--- src/rtl/hv_seq_161_sync_if.sv ---
// Video timing bus between the clock-enable generator and the tilemap/sprite/video-output blocks.
// master drives pixel enable and run/hold; slave (the sequencer) returns counts, blanking and sync.
interface hv_seq_161_sync_if #(
  parameter int HW = 9,
  parameter int VW = 9
);
  logic          Cen;
  logic          Run;
  logic          Hold;
  logic [HW-1:0] H;
  logic [VW-1:0] V;
  logic          HBlank;
  logic          VBlank;
  logic          HSync;
  logic          VSync;
  logic          LineStart;
  logic          FrameStart;
  logic          Field;

  modport master (
    output Cen, Run, Hold,
    input  H, V, HBlank, VBlank, HSync, VSync, LineStart, FrameStart, Field
  );

  modport slave (
    input  Cen, Run, Hold,
    output H, V, HBlank, VBlank, HSync, VSync, LineStart, FrameStart, Field
  );
endinterface

--- src/rtl/hv_seq_161_sync.sv ---
// Preloadable H/V video counters with SR-style blank/sync decode under a run/freeze FSM.
// Optional HVSEQ_FIELD_EN adds a field toggle on every V reload; otherwise Field is tied low.
//
// state    | meaning
// S_IDLE   | stopped, counters and flags hold, waiting for Run
// S_RUN    | counting on each Cen rising edge
// S_FREEZE | Hold high, everything frozen until Hold drops or Run drops
module hv_seq_161_sync #(
  parameter int          HW      = 9,
  parameter int          VW      = 9,
  parameter logic [HW-1:0] H_LOAD  = 9'd128,
  parameter logic [VW-1:0] V_LOAD  = 9'd248,
  parameter logic [HW-1:0] HBL_SET = 9'd448,
  parameter logic [HW-1:0] HBL_CLR = 9'd192,
  parameter logic [HW-1:0] HS_SET  = 9'd464,
  parameter logic [HW-1:0] HS_CLR  = 9'd496,
  parameter logic [VW-1:0] VBL_SET = 9'd496,
  parameter logic [VW-1:0] VBL_CLR = 9'd272,
  parameter logic [VW-1:0] VS_SET  = 9'd504,
  parameter logic [VW-1:0] VS_CLR  = 9'd508
) (
  input  logic                Clk,
  input  logic                Reset,
  hv_seq_161_sync_if.slave    vid
);

  typedef enum logic [1:0] {S_IDLE, S_RUN, S_FREEZE} state_t;

  state_t        state, state_nx;
  logic          last_cen;
  logic          entry_q;
  logic          tick;
  logic          count_en;
  logic [HW-1:0] h_q, h_nx;
  logic [VW-1:0] v_q, v_nx;
  logic          h_wrap, v_wrap;
  logic          hblank_q, hsync_q, vblank_q, vsync_q;
  logic          line_start_q, frame_start_q;

  // Set has priority so a window with SET==CLR stays asserted.
  function automatic logic sr_next_h(input logic cur, input logic [HW-1:0] val,
                                     input logic [HW-1:0] set_v, input logic [HW-1:0] clr_v);
    if (val == set_v)      return 1'b1;
    else if (val == clr_v) return 1'b0;
    else                   return cur;
  endfunction

  function automatic logic sr_next_v(input logic cur, input logic [VW-1:0] val,
                                     input logic [VW-1:0] set_v, input logic [VW-1:0] clr_v);
    if (val == set_v)      return 1'b1;
    else if (val == clr_v) return 1'b0;
    else                   return cur;
  endfunction

  assign tick   = vid.Cen & ~last_cen;
  assign h_wrap = &h_q;
  assign v_wrap = &v_q;
  assign h_nx   = h_wrap ? H_LOAD : h_q + HW'(1);
  assign v_nx   = v_wrap ? V_LOAD : v_q + VW'(1);

  // Run low beats Hold; a tick is dropped on the RUN entry cycle and on any exit from RUN.
  always_comb begin
    state_nx = state;
    count_en = 1'b0;
    unique case (state)
      S_IDLE:   if (vid.Run) state_nx = S_RUN;
      S_RUN:    if (!vid.Run) state_nx = S_IDLE;
                else if (vid.Hold) state_nx = S_FREEZE;
      S_FREEZE: if (!vid.Run) state_nx = S_IDLE;
                else if (!vid.Hold) state_nx = S_RUN;
      default:  state_nx = S_IDLE;
    endcase
    count_en = tick && (state == S_RUN) && (state_nx == S_RUN) && !entry_q;
  end

  always_ff @(posedge Clk) begin
    if (Reset) begin
      state         <= S_IDLE;
      last_cen      <= 1'b1;
      entry_q       <= 1'b0;
      h_q           <= H_LOAD;
      v_q           <= V_LOAD;
      hblank_q      <= 1'b1;
      hsync_q       <= 1'b0;
      vblank_q      <= 1'b1;
      vsync_q       <= 1'b0;
      line_start_q  <= 1'b0;
      frame_start_q <= 1'b0;
    end else begin
      state         <= state_nx;
      last_cen      <= vid.Cen;
      entry_q       <= (state != S_RUN) && (state_nx == S_RUN);
      line_start_q  <= 1'b0;
      frame_start_q <= 1'b0;
      if (count_en) begin
        h_q      <= h_nx;
        hblank_q <= sr_next_h(hblank_q, h_nx, HBL_SET, HBL_CLR);
        hsync_q  <= sr_next_h(hsync_q, h_nx, HS_SET, HS_CLR);
        if (h_wrap) begin
          line_start_q  <= 1'b1;
          frame_start_q <= v_wrap;
          v_q           <= v_nx;
          vblank_q      <= sr_next_v(vblank_q, v_nx, VBL_SET, VBL_CLR);
          vsync_q       <= sr_next_v(vsync_q, v_nx, VS_SET, VS_CLR);
        end
      end
    end
  end

`ifdef HVSEQ_FIELD_EN
  logic field_q;

  always_ff @(posedge Clk) begin
    if (Reset)                           field_q <= 1'b0;
    else if (count_en && h_wrap && v_wrap) field_q <= ~field_q;
  end

  assign vid.Field = field_q;
`else
  assign vid.Field = 1'b0;
`endif

  assign vid.H          = h_q;
  assign vid.V          = v_q;
  assign vid.HBlank     = hblank_q;
  assign vid.HSync      = hsync_q;
  assign vid.VBlank     = vblank_q;
  assign vid.VSync      = vsync_q;
  assign vid.LineStart  = line_start_q;
  assign vid.FrameStart = frame_start_q;

endmodule

--- src/flat_wrapper.sv ---
// flat-port wrapper written by rule: the top's interface ports become plain ports
module hv_seq_161_sync_flat 
#(
  parameter int          HW      = 9,
  parameter int          VW      = 9,
  parameter logic [HW-1:0] H_LOAD  = 9'd128,
  parameter logic [VW-1:0] V_LOAD  = 9'd248,
  parameter logic [HW-1:0] HBL_SET = 9'd448,
  parameter logic [HW-1:0] HBL_CLR = 9'd192,
  parameter logic [HW-1:0] HS_SET  = 9'd464,
  parameter logic [HW-1:0] HS_CLR  = 9'd496,
  parameter logic [VW-1:0] VBL_SET = 9'd496,
  parameter logic [VW-1:0] VBL_CLR = 9'd272,
  parameter logic [VW-1:0] VS_SET  = 9'd504,
  parameter logic [VW-1:0] VS_CLR  = 9'd508
)
  (Clk, Reset, vid_Cen, vid_Run, vid_Hold, vid_H, vid_V, vid_HBlank, vid_VBlank, vid_HSync, vid_VSync, vid_LineStart, vid_FrameStart, vid_Field);
  hv_seq_161_sync_if #(.HW(HW), .VW(VW)) vid_i ();
  input  logic Clk;
  input  logic Reset;
  input wire logic [$bits(vid_i.Cen)-1:0] vid_Cen;
  input wire logic [$bits(vid_i.Run)-1:0] vid_Run;
  input wire logic [$bits(vid_i.Hold)-1:0] vid_Hold;
  output wire logic [$bits(vid_i.H)-1:0] vid_H;
  output wire logic [$bits(vid_i.V)-1:0] vid_V;
  output wire logic [$bits(vid_i.HBlank)-1:0] vid_HBlank;
  output wire logic [$bits(vid_i.VBlank)-1:0] vid_VBlank;
  output wire logic [$bits(vid_i.HSync)-1:0] vid_HSync;
  output wire logic [$bits(vid_i.VSync)-1:0] vid_VSync;
  output wire logic [$bits(vid_i.LineStart)-1:0] vid_LineStart;
  output wire logic [$bits(vid_i.FrameStart)-1:0] vid_FrameStart;
  output wire logic [$bits(vid_i.Field)-1:0] vid_Field;
  assign vid_i.Cen = vid_Cen;
  assign vid_i.Run = vid_Run;
  assign vid_i.Hold = vid_Hold;
  assign vid_H = vid_i.H;
  assign vid_V = vid_i.V;
  assign vid_HBlank = vid_i.HBlank;
  assign vid_VBlank = vid_i.VBlank;
  assign vid_HSync = vid_i.HSync;
  assign vid_VSync = vid_i.VSync;
  assign vid_LineStart = vid_i.LineStart;
  assign vid_FrameStart = vid_i.FrameStart;
  assign vid_Field = vid_i.Field;
  hv_seq_161_sync #(.HW(HW), .VW(VW), .H_LOAD(H_LOAD), .V_LOAD(V_LOAD), .HBL_SET(HBL_SET), .HBL_CLR(HBL_CLR), .HS_SET(HS_SET), .HS_CLR(HS_CLR), .VBL_SET(VBL_SET), .VBL_CLR(VBL_CLR), .VS_SET(VS_SET), .VS_CLR(VS_CLR)) u_core (.Clk(Clk), .Reset(Reset), .vid(vid_i));
endmodule
--- config.mk ---
export PLATFORM = sky130hd
export DESIGN_NAME = hv_seq_161_sync_flat
export DESIGN_NICKNAME = d
export VERILOG_FILES = /design/src/rtl/hv_seq_161_sync_if.sv /design/src/rtl/hv_seq_161_sync.sv /design/src/flat_wrapper.sv
export SDC_FILE = /design/constraint.sdc
export NUM_CORES = 1
export LEC_CHECK = 0
export ABC_AREA = 0
export BUFFER_PORTS_ARGS = -buffer_cell sky130_fd_sc_hd__buf_2
export CAP_MARGIN = 20
export CORE_UTILIZATION = 51
export CTS_CLUSTER_SIZE = 16
export DETAILED_ROUTE_END_ITERATION = 10
export PLACE_DENSITY = 0.77
export SLEW_MARGIN = 20
export SYNTH_ARGS = -nofsm -noshare
export SYNTH_HDL_FRONTEND = slang
export SYNTH_SLANG_ARGS = --single-unit
--- constraint.sdc ---
create_clock -name Clk -period 3.05 [get_ports Clk]
set_input_delay 0.1525 -clock Clk [delete_from_list [all_inputs] [get_ports Clk]]
set_output_delay 0.1525 -clock Clk [all_outputs]
set_load 0.03 [all_outputs]
==> flow_summary_export.csv <==
group,metric,value,unit
floorplanning,core_region_area,0.00334,mm^2
critical_path,crit_type,"register to register",
cts,htreeDepth,1,
grt,grt_usage,0.221,
grt,globalRouteOverflowTotal,0,
critical_path,cp-startpoint,"u_core.vid.V[4]",
critical_path,critical_path.endpoint,"u_core.vid.VBlank",
timing,final_worst_path_cycle_share,0.877,
synth,synth.net_count,216,
layout,design.final.nets,240,
layout,fill_cells,313,
layout,n_antenna_cell,0,
layout,layout.cells.non_filler,275,
cts,post-cts-setup-buffer-count,0,
synth,synthDistinctLibCells,58,
synth,leading_cell_type_by_number_of_instances_after_synthesis,"sky130_fd_sc_hd__dfxtp_1",
floorplanning,die_height,61.1,um
outcome,failed_checks,"DRC",
synth,yosys.area.top_type,"sky130_fd_sc_hd__dfxtp_1",
route,vias,1587,
critical_path,r2r-start,"u_core.vid.V[4]",
place,place.gp.congestion,0.917,
synth,ys_ff_latch,28,
cts,tritoncts,"yes",
min_path,hold_class,"input port to register",
cts,cts_made_buffers,3,
grt,grt_pass1_vias,1299,
critical_path,path_max_fanout,13,
layout,synth_to_final_area_change,10.8,%
outcome,run_status,"complete, but fails checks",
floorplanning,fp.dieArea,0.00373,mm^2
synth,dominantRegCellSynth,"sky130_fd_sc_hd__dfxtp_1",
cts,worst_skew_pair.late_latency,0.33,ns
place,dpl.cell_count,270,
timing,period_minus_slack,2.68,ns
critical_path,critical_path_arrival,2.91,ns
synth,synth_top_area_frac,0.315,
critical_path,reg2reg_depth,9,
timing,timing.clock.skew,0.00427,ns
cts,post_cts_resized,0,
grt,number_of_antenna_violations_at_the_first_check_in_global_routing,0,
power,worst_ir_drop_vdd,303,uV
cts,cts.sinks,28,
cts,cts_buffer_depth,2,
power,power_leakage,0.811,nW
cts,clkTransAtPathRegs,0.15,ns
route,postRouteAntennaNets,0,
critical_path,timing.reg2reg.setup_slack,0.37,ns
synth,register_area_share_after_synthesis,0.315,
synth,syn_area_per_cell,8.64,um^2
route,post_route_drc_violation_count,2,
timing,hold_viol_final,0,
floorplanning,design.portCount,30,
route,totalWireLength,3840,um
floorplanning,fp.dieW,61.1,um
power,power_density,324,mW/mm^2
place,dpl.hpwl,2750,um
timing,grt_setup_unrepaired,"false",
synth,ys.warnings.count,0,
synth,post_synth_instance_area,0.00178,mm^2
synth,async_reset_ff_frac,0,
timing,finalMaxSlewViolations,0,
synth,count_of_flip_flops_with_a_built_in_enable_after_synthesis,0,
grt,grt_max_degree,27,
route,route.detailed.wl_per_inst,14.0,um
timing,setup_viol_count_final,0,
critical_path,critical_path.endpoint_type,"register",
critical_path,worst_reg2reg_path_endpoint,"u_core.vid.VBlank",
route,avgViaCountPerCell,5.77,
critical_path,cp.required,3.28,ns
layout,layout-drive-gt1-share,0.253,
place,numPortBuffers,28,
critical_path,timing.critical_path.from_type,"register",
synth,post_synth_main_area_contributors,"sky130_fd_sc_hd__dfxtp_1 32%, sky130_fd_sc_hd__a21oi_1 5.6%, sky130_fd_sc_hd__nand2_1 4.2%, sky130_fd_sc_hd__nor2_1 3.6%, sky130_fd_sc_hd__ha_1 3.5%",
cts,clk_tree_root_cell,"sky130_fd_sc_hd__clkbuf_4",
flow_run,timing.max_cap.violations,0,
grt,global_route_wire_length_before_repair,6130,um
timing,fin_tns_setup,0,ns
floorplanning,start_util,0.533,
route,detail_route.first_pass.iterations,7,
floorplanning,floorplan.rows,21,
synth,synthCells,206,
timing,fmax,374,MHz
route,drc_marker_count_from_the_first_detailed_route_iteration,83,
synth,netlist_top_cells_count,"28 x sky130_fd_sc_hd__dfxtp_1, 20 x sky130_fd_sc_hd__a21oi_1, 20 x sky130_fd_sc_hd__nand2_1",
## where the power goes
part | internal [mW] | leakage (nW) | switching, mW
Clock | 0.133 | 0.0279 | 0.111
Sequential | 0.369 | 0.227 | 0.00304
Combinational | 0.00961 | 0.556 | 0.0137
## per-layer routing
metal,routed length [um],GRT usage,vias to the layer above
met4,68,0.0747,0
met1,1880,0.315,742
li1,-,-,798
met3,133,0.0336,8
met2,1760,0.342,39
met5,0,0,-
## critical path, stage by stage, from the launching register on
cell and delay, ns:
sky130_fd_sc_hd__dfxtp_1 0.44, sky130_fd_sc_hd__and3_1 0.29, sky130_fd_sc_hd__and3_2 0.24, sky130_fd_sc_hd__and3_1 0.19
sky130_fd_sc_hd__ha_1 0.45, sky130_fd_sc_hd__a311o_1 0.19, sky130_fd_sc_hd__o211ai_1 0.11, sky130_fd_sc_hd__o21ba_2 0.24
sky130_fd_sc_hd__a41oi_1 0.10, sky130_fd_sc_hd__or3_1 0.35
## per-stage QoR
step / setup slack, ns / instance area [um^2] / hold WS, ns / power [mW] / util
floorplan: 0.510 / 1780 / 0.249 / 0.397 / -
global placement: 0.477 / 1910 / 0.356 / 0.401 / 0.572
detailed placement: 0.391 / 1910 / 0.363 / 0.402 / 0.572
CTS: 0.377 / 1960 / 0.00912 / 0.642 / 0.588
global route: 0.192 / 1970 / 0.0911 / 0.664 / 0.591
finish: 0.374 / 1970 / 0.0826 / 0.639 / 0.591
## sequential cells by signal, indices dropped and copies added, names as in the netlist
name / cells
u_core.vid.H: 9
u_core.vid.V: 9
u_core.state: 2
u_core.entry_q: 1
u_core.last_cen: 1
u_core.vid.FrameStart: 1
u_core.vid.HBlank: 1
u_core.vid.HSync: 1
u_core.vid.LineStart: 1
u_core.vid.VBlank: 1
u_core.vid.VSync: 1
## cells by family (layout without fill, tap and decap cells)
group,count (synthesis),after routing,share of synthesized area
compound gates,46,46,0.181
xor+xnor,4,4,0.0197
fa+ha+maj,6,6,0.0408
buf+inv,17,40,0.0633
flops,28,28,0.315
mux,6,6,0.0345
other cells,1,1,0.00211
simple gates,98,98,0.344
## final cells by class
type	instances	area, um^2	area share
clock buffer	3	22.5	0.0114
clock inverter	1	30.0	0.0152
inverter	2	7.51	0.00381
multi-input combinational	161	1110	0.561
sequential	28	561	0.284
tap	46	57.6	0.0292
timing repair buffer	34	188	0.0952
## placed cells by master, fill, tap and decap left out, types with 2 or more instances in the layout
master,count
sky130_fd_sc_hd__and3_1,6
sky130_fd_sc_hd__and3_2,3
sky130_fd_sc_hd__a21oi_1,20
sky130_fd_sc_hd__nor3b_1,4
sky130_fd_sc_hd__nor2b_1,2
sky130_fd_sc_hd__o21bai_1,4
sky130_fd_sc_hd__a41oi_1,3
sky130_fd_sc_hd__inv_1,2
sky130_fd_sc_hd__buf_2,28
sky130_fd_sc_hd__o21ai_0,4
sky130_fd_sc_hd__a211oi_1,2
sky130_fd_sc_hd__ha_1,5
sky130_fd_sc_hd__nand3_1,4
sky130_fd_sc_hd__clkbuf_4,3
sky130_fd_sc_hd__nand4_1,5
sky130_fd_sc_hd__xnor2_1,3
sky130_fd_sc_hd__mux2i_1,5
sky130_fd_sc_hd__or2_1,2
sky130_fd_sc_hd__or3_1,4
sky130_fd_sc_hd__nand2b_1,4
sky130_fd_sc_hd__o211ai_1,4
sky130_fd_sc_hd__nand3b_1,3
sky130_fd_sc_hd__nand2_1,20
sky130_fd_sc_hd__nor2_1,17
sky130_fd_sc_hd__and2b_2,2
sky130_fd_sc_hd__buf_4,5
sky130_fd_sc_hd__a31o_2,2
sky130_fd_sc_hd__and4_1,2
sky130_fd_sc_hd__dfxtp_1,28
sky130_fd_sc_hd__nor3_1,6
## how the worst min path moves through the flow
stage	start	to	slack [ns]	cells after the start
2_1_floorplan	vid_Hold	u_core.entry_q	0.25	1
3_3_place_gp	vid_Cen	u_core.last_cen	0.36	2
3_5_place_dp	vid_Cen	u_core.last_cen	0.36	2
4_1_cts	vid_Cen	u_core.last_cen	0.009	2
5_1_grt	vid_Hold	u_core.entry_q	0.09	2
6_report	vid_Hold	u_core.entry_q	0.08	2
## timing repair
action	4_1_cts	5_1_grt
hold buffers	0	1
hold endpoints to repair	0	1
setup endpoints to repair	0	0
(Power assumes the default switching activity.)
